===== config.mk =====
export PLATFORM = sky130hd
export DESIGN_NAME = csel_adder_pipe
export DESIGN_NICKNAME = d
export VERILOG_FILES = /design/src/rtl/csa_pkg.sv /design/src/rtl/csel_block.sv /design/src/rtl/csel_adder_pipe.sv
export SDC_FILE = /design/constraint.sdc
export NUM_CORES = 1
export LEC_CHECK = 0
export CAP_MARGIN = 20
export CORE_AREA = 2 2 84 86
export CTS_CLUSTER_SIZE = 10
export DETAILED_ROUTE_END_ITERATION = 8
export DIE_AREA = 0 0 86 88
export GPL_TIMING_DRIVEN = 0
export HOLD_SLACK_MARGIN = 0.02
export PLACE_DENSITY = 0.71
export SLEW_MARGIN = 15
export SYNTH_ARGS = -nofsm -noshare
export SYNTH_HDL_FRONTEND = slang
export SYNTH_HIERARCHICAL = 1
export SYNTH_SLANG_ARGS = --single-unit

===== constraint.sdc =====
create_clock -name clk -period 1.95 [get_ports clk]
set_clock_uncertainty 0.05 [all_clocks]
set_input_delay 0.2925 -clock clk [delete_from_list [all_inputs] [get_ports clk]]
set_output_delay 0.2925 -clock clk [all_outputs]
set_load 0.05 [all_outputs]

===== src/rtl/csa_pkg.sv =====
// Shared constants, block-count helper and candidate record for the carry-select adder.
package csa_pkg;

  localparam int unsigned WIDTH_DEF = 16;
  localparam int unsigned BLK_DEF   = 4;

  // Block count; a zero block width yields zero so elaboration checks can report it cleanly.
  function automatic int unsigned nblk(input int unsigned width, input int unsigned blk);
    return (blk == 0) ? 0 : width / blk;
  endfunction

  // Per-block candidate record at the default block width.
  typedef struct packed {
    logic [BLK_DEF-1:0] sum0;
    logic               c0;
    logic [BLK_DEF-1:0] sum1;
    logic               c1;
  } cand_t;

endpackage


===== src/rtl/csel_block.sv =====
// One carry-select block: sums for both possible carry-ins, evaluated in parallel.
module csel_block
  import csa_pkg::*;
#(
  parameter int unsigned BLK = BLK_DEF
) (
  input  logic [BLK-1:0] a_blk,
  input  logic [BLK-1:0] b_blk,
  output logic [BLK-1:0] sum0,
  output logic           c0,
  output logic [BLK-1:0] sum1,
  output logic           c1
);

  assign {c0, sum0} = (BLK+1)'(a_blk) + (BLK+1)'(b_blk);
  assign {c1, sum1} = (BLK+1)'(a_blk) + (BLK+1)'(b_blk) + (BLK+1)'(1);

endmodule


===== src/rtl/csel_adder_pipe.sv =====
// Two-stage pipelined carry-select adder with valid/ready on both sides.
// Define CSA_SUB_EN to add the 'sub' port (a - b computed as a + ~b + 1).
module csel_adder_pipe
  import csa_pkg::*;
#(
  parameter int unsigned WIDTH = WIDTH_DEF,
  parameter int unsigned BLK   = BLK_DEF
) (
  input  logic             clk,
  input  logic             rst,
  input  logic             in_valid,
  output logic             in_ready,
  input  logic [WIDTH-1:0] a,
  input  logic [WIDTH-1:0] b,
  input  logic             cin,
`ifdef CSA_SUB_EN
  input  logic             sub,
`endif
  output logic             out_valid,
  input  logic             out_ready,
  output logic [WIDTH-1:0] sum,
  output logic             cout
);

  localparam int unsigned NBLK = nblk(WIDTH, BLK);

  if (BLK < 1) begin : g_bad_blk
    $error("csel_adder_pipe: BLK must be at least 1");
  end else if ((WIDTH % BLK) != 0) begin : g_bad_width
    $error("csel_adder_pipe: WIDTH must be a multiple of BLK");
  end

  typedef struct packed {
    logic [BLK-1:0] sum0;
    logic           c0;
    logic [BLK-1:0] sum1;
    logic           c1;
  } blk_cand_t;

  logic [WIDTH-1:0]           b_eff;
  logic                       cin_eff;
  blk_cand_t [NBLK-1:0]       cand_c;
  blk_cand_t [NBLK-1:0]       s1_cand;
  logic                       s1_cin;
  logic                       s1_v;
  logic                       s2_ready_c;
  logic [WIDTH-1:0]           sum_c;
  logic                       cout_c;

  // Subtraction folds into the adder: invert b and force the carry-in.
`ifdef CSA_SUB_EN
  assign b_eff   = sub ? ~b : b;
  assign cin_eff = sub | cin;
`else
  assign b_eff   = b;
  assign cin_eff = cin;
`endif

  for (genvar k = 0; k < NBLK; k++) begin : g_blk
    logic [BLK-1:0] s0, s1;
    logic           c0, c1;
    csel_block #(.BLK(BLK)) u_blk (
      .a_blk (a[k*BLK +: BLK]),
      .b_blk (b_eff[k*BLK +: BLK]),
      .sum0  (s0),
      .c0    (c0),
      .sum1  (s1),
      .c1    (c1)
    );
    assign cand_c[k] = '{sum0: s0, c0: c0, sum1: s1, c1: c1};
  end

  assign s2_ready_c = !out_valid || out_ready;
  assign in_ready   = !s1_v || s2_ready_c;

  // Stage 1: capture both candidates per block plus the effective carry-in.
  always_ff @(posedge clk or posedge rst) begin
    if (rst) begin
      s1_v    <= 1'b0;
      s1_cin  <= 1'b0;
      s1_cand <= '0;
    end else if (in_valid && in_ready) begin
      s1_v    <= 1'b1;
      s1_cin  <= cin_eff;
      s1_cand <= cand_c;
    end else if (s2_ready_c) begin
      s1_v    <= 1'b0;
    end
  end

  // Carry ripples block to block, each block just picking its precomputed candidate.
  always_comb begin : p_select
    logic carry;
    carry = s1_cin;
    sum_c = '0;
    for (int k = 0; k < NBLK; k++) begin
      if (carry) begin
        sum_c[k*BLK +: BLK] = s1_cand[k].sum1;
        carry               = s1_cand[k].c1;
      end else begin
        sum_c[k*BLK +: BLK] = s1_cand[k].sum0;
        carry               = s1_cand[k].c0;
      end
    end
    cout_c = carry;
  end

  // Stage 2: result register, held while the consumer stalls.
  always_ff @(posedge clk or posedge rst) begin
    if (rst) begin
      out_valid <= 1'b0;
      sum       <= '0;
      cout      <= 1'b0;
    end else if (s2_ready_c) begin
      out_valid <= s1_v;
      if (s1_v) begin
        sum  <= sum_c;
        cout <= cout_c;
      end
    end
  end

endmodule


==> results of run 1 <==
[layer usage]
metal	routed length (um)	up-vias	GRT usage, %
li1	-	1054	-
met1	2740	1069	21.2
met2	2890	42	29.1
met3	240	7	3.02
met4	80	0	8.23
met5	0	-	0
[report_power, final]
group / switching [mW] / internal (mW)
logic: 1.09 / 0.945
clock network: 0.443 / 0.494
registers: 0.213 / 1.63
total: 1.75 / 3.06
[worst max path at each step]
stage	startpoint	to	slack, ns
after floorplan	a[8]	s1_cand[20]$_DFFE_PP0P_	-0.1
after global placement	rst	out_valid$_DFFE_PP0P_	-1.16
after detailed placement	a[4]	s1_cand[10]$_DFFE_PP0P_	-0.68
after CTS	a[4]	s1_cand[10]$_DFFE_PP0P_	-0.08
after global routing	a[13]	s1_cand[30]$_DFFE_PP0P_	-0.007
final	a[13]	s1_cand[30]$_DFFE_PP0P_	0.05
[registers in the layout, summed over array words and instances (netlist names)]
name       count
cout           1
out_valid      1
s1_cand       40
s1_cin         1
s1_v           1
sum           16
[placed cells by master (no fill, tap or decap), types with 9 or more instances in the layout]
cell type,n
dfrtp_1,59
mux2_2,38
clkdlybuf4s50_1,38
mux2i_1,19
nand2_1,18
buf_4,17
clkbuf_8,10
ha_1,10
o21ai_1,9
xnor2_1,9
[critical path, delay by kind of cell]
kind	cells	cell delay [ns]
xor+xnor	1	0.14
fa+ha+maj	2	0.80
buf+inv	1	0.20
mux	2	0.55
simple gates	1	0.08
[metrics by stage]
| step | cells | instance area (um^2) | TNS [ns] |
|---|---|---|---|
| 3_5_place_dp | 387 | 3980 | -8.58 |
| 4_1_cts | 412 | 4210 | -0.0780 |
| 2_1_floorplan | 252 | 3330 | -1.15 |
| 3_3_place_gp | 387 | 3980 | -66.58 |
| 5_1_grt | 418 | 4310 | -0.00719 |
| 6_report | 418 | 4310 | 0 |
[area by class of cell]
type	instances	area share [%]
sequential	60	34.9
inverter	5	0.494
timing repair buffer	70	14.8
buffer	8	1.39
tap	80	2.32
multi-input combinational	179	42.3
clock inverter	2	0.232
clock buffer	14	3.54
[cells by family after synthesis]
| kind of cell | share of synthesized area, % |
|---|---|
| AOI/OAI and AO/OA | 6.20 |
| xor gates and xnor gates | 6.35 |
| adders and majority gates | 10.2 |
| buffers and inverters | 1.90 |
| DFF | 46.5 |
| muxes | 23.7 |
| and+or+nand+nor | 5.19 |
[timing repair]
action                                  in CTS  in global routing
hold endpoints to repair                     0                  0
pin swaps                                   10                 15
hold buffers                                 0                  0
endpoints found under the setup margin      10                  4
setup buffers                                9                  6
gates resized for setup                     27                 31
==> impl_metrics.json, run 1 <==
{
  "crit_path_cell_trace": "clkdlybuf4s15_1 > fa_1 > ha_2 > nand3b_1 > mux2_4 > xnor2_2 > mux2_4",
  "antenna_left": 0,
  "min-delay-start": "a[12]",
  "layout_setup_ws_ns": 0.0473,
  "cp_data_required_time_ns": 2.11,
  "hold_path_class": "primary input to register",
  "path_class": "primary input to register",
  "power_mw": 4.81,
  "r2r_slack_ns": 0.17,
  "ys_warn_count": 6,
  "yosys_most_used_dff": "dfrtp_1",
  "first_global_vias": 2239,
  "clock_latency_ns": 0.33,
  "grt_overflow_total": 0,
  "power.density_nw_per_um2": 1120,
  "netlist_area_um2": 3230,
  "core_um2": 6640,
  "synth_edf_count": 0,
  "grt_first_pass_wirelength_um": 9960,
  "synth_area_leaders": "dfrtp_1, mux2_2, ha_1, mux2i_1, xnor2_1",
  "ys_ff_latch": 60,
  "peakVddDrop_mv": 0.526,
  "maxSlewViolCount": 0,
  "critPathMaxStageDelay_ns": 0.58,
  "area_growth_pct": 33.3,
  "p_leak_nw": 1.96,
  "cp_max_fo": 3,
  "place.gp.congestion": 0.741,
  "post-dp-hpwl_um": 4360,
  "fin_util_pct": 64.8,
  "crit_path_frequent_cell": "mux2_4",
  "syn-num-nets": 313,
  "grt.total_usage_pct": 17.1,
  "hold_viol_final": 0,
  "n_fill_cell": 544,
  "drt_iter0_markers": 78,
  "cts_tree": "done",
  "multi_input_area_um2": 1820,
  "synthTopCellsByCount": "dfrtp_1, mux2_2, ha_1",
  "num_vias": 2172,
  "rows": 30,
  "synthArstFlopShare_pct": 100,
  "cts_buffers": 9,
  "antenna_found_initial": 0,
  "max_freq_mhz": 526,
  "drive_gt1_share_pct": 34.3,
  "post-place-ws_ns": -0.676,
  "worstReg2RegStart": "s1_cin$_DFFE_PP0P_",
  "syn_area_per_cell_um2": 12.8,
  "die_area_um2": 7570,
  "synth_top_area_share_pct": 46.5,
  "numPortBuffers": 55,
  "ys_seq_area_share_pct": 46.5,
  "clock_sink_count": 60,
  "nets": 394,
  "regArea_um2": 1500,
  "maxSlewHeadroom_pct": 51.8,
  "drc_errors": 0,
  "reg2reg_to": "sum[13]$_DFFE_PP0P_",
  "start_util_pct": 48.6,
  "n_antenna_cell": 0,
  "root_buffer": "clkbuf_8",
  "end_kind": "register",
  "cts.reportedPaths.clkPinSlew_ns": 0.06,
  "cp-start-kind": "primary input",
  "hold_end": "s1_cand[36]$_DFFE_PP0P_",
  "detail_route.wl_per_cell_um": 14.2,
  "syn_inst": 252,
  "post-synth-top-count-cell": "dfrtp_1",
  "die_h_um": 88,
  "pin_count": 56,
  "routed_wirelength_um": 5950,
  "hold_depth": 3,
  "cts.path.max_buffers": 2,
  "cp_slowest_cell": "fa_1",
  "yosys.area.top_type": "dfrtp_1",
  "ys_types": 22,
  "tightest_slew_ns": 0.724,
  "cts_htree_levels": 3,
  "status": "finished, final reports clean",
  "die_w_um": 86,
  "fin_crit_sh_pct": 97.6,
  "fin_crit_ns": 1.90,
  "grt_max_degree": 61,
  "finalSetupViolCount": 0,
  "cp_data_arrival_time_ns": 2.06,
  "r2r_cells": 5,
  "maxCapViolCount": 0,
  "avgViaCountPerCell": 5.20,
  "first_pass_iters": 3,
  "fin_hold_ws_ns": 0.297
}
Note: power is estimated with default switching activity, not from simulation.
==> run 2: changes to the inputs <==
--- a/config.mk
+++ b/config.mk
@@ -7,11 +7,12 @@
 export LEC_CHECK = 0
 export CAP_MARGIN = 20
 export CORE_AREA = 2 2 84 86
+export CTS_CLUSTER_DIAMETER = 100
 export CTS_CLUSTER_SIZE = 10
 export DETAILED_ROUTE_END_ITERATION = 8
 export DIE_AREA = 0 0 86 88
 export GPL_TIMING_DRIVEN = 0
-export HOLD_SLACK_MARGIN = 0.02
+export HOLD_SLACK_MARGIN = 0.03
 export PLACE_DENSITY = 0.71
 export SLEW_MARGIN = 15
 export SYNTH_ARGS = -nofsm -noshare
==> results of run 2 <==
No change in the layout: final DEF, timing and power equal those of run 1.
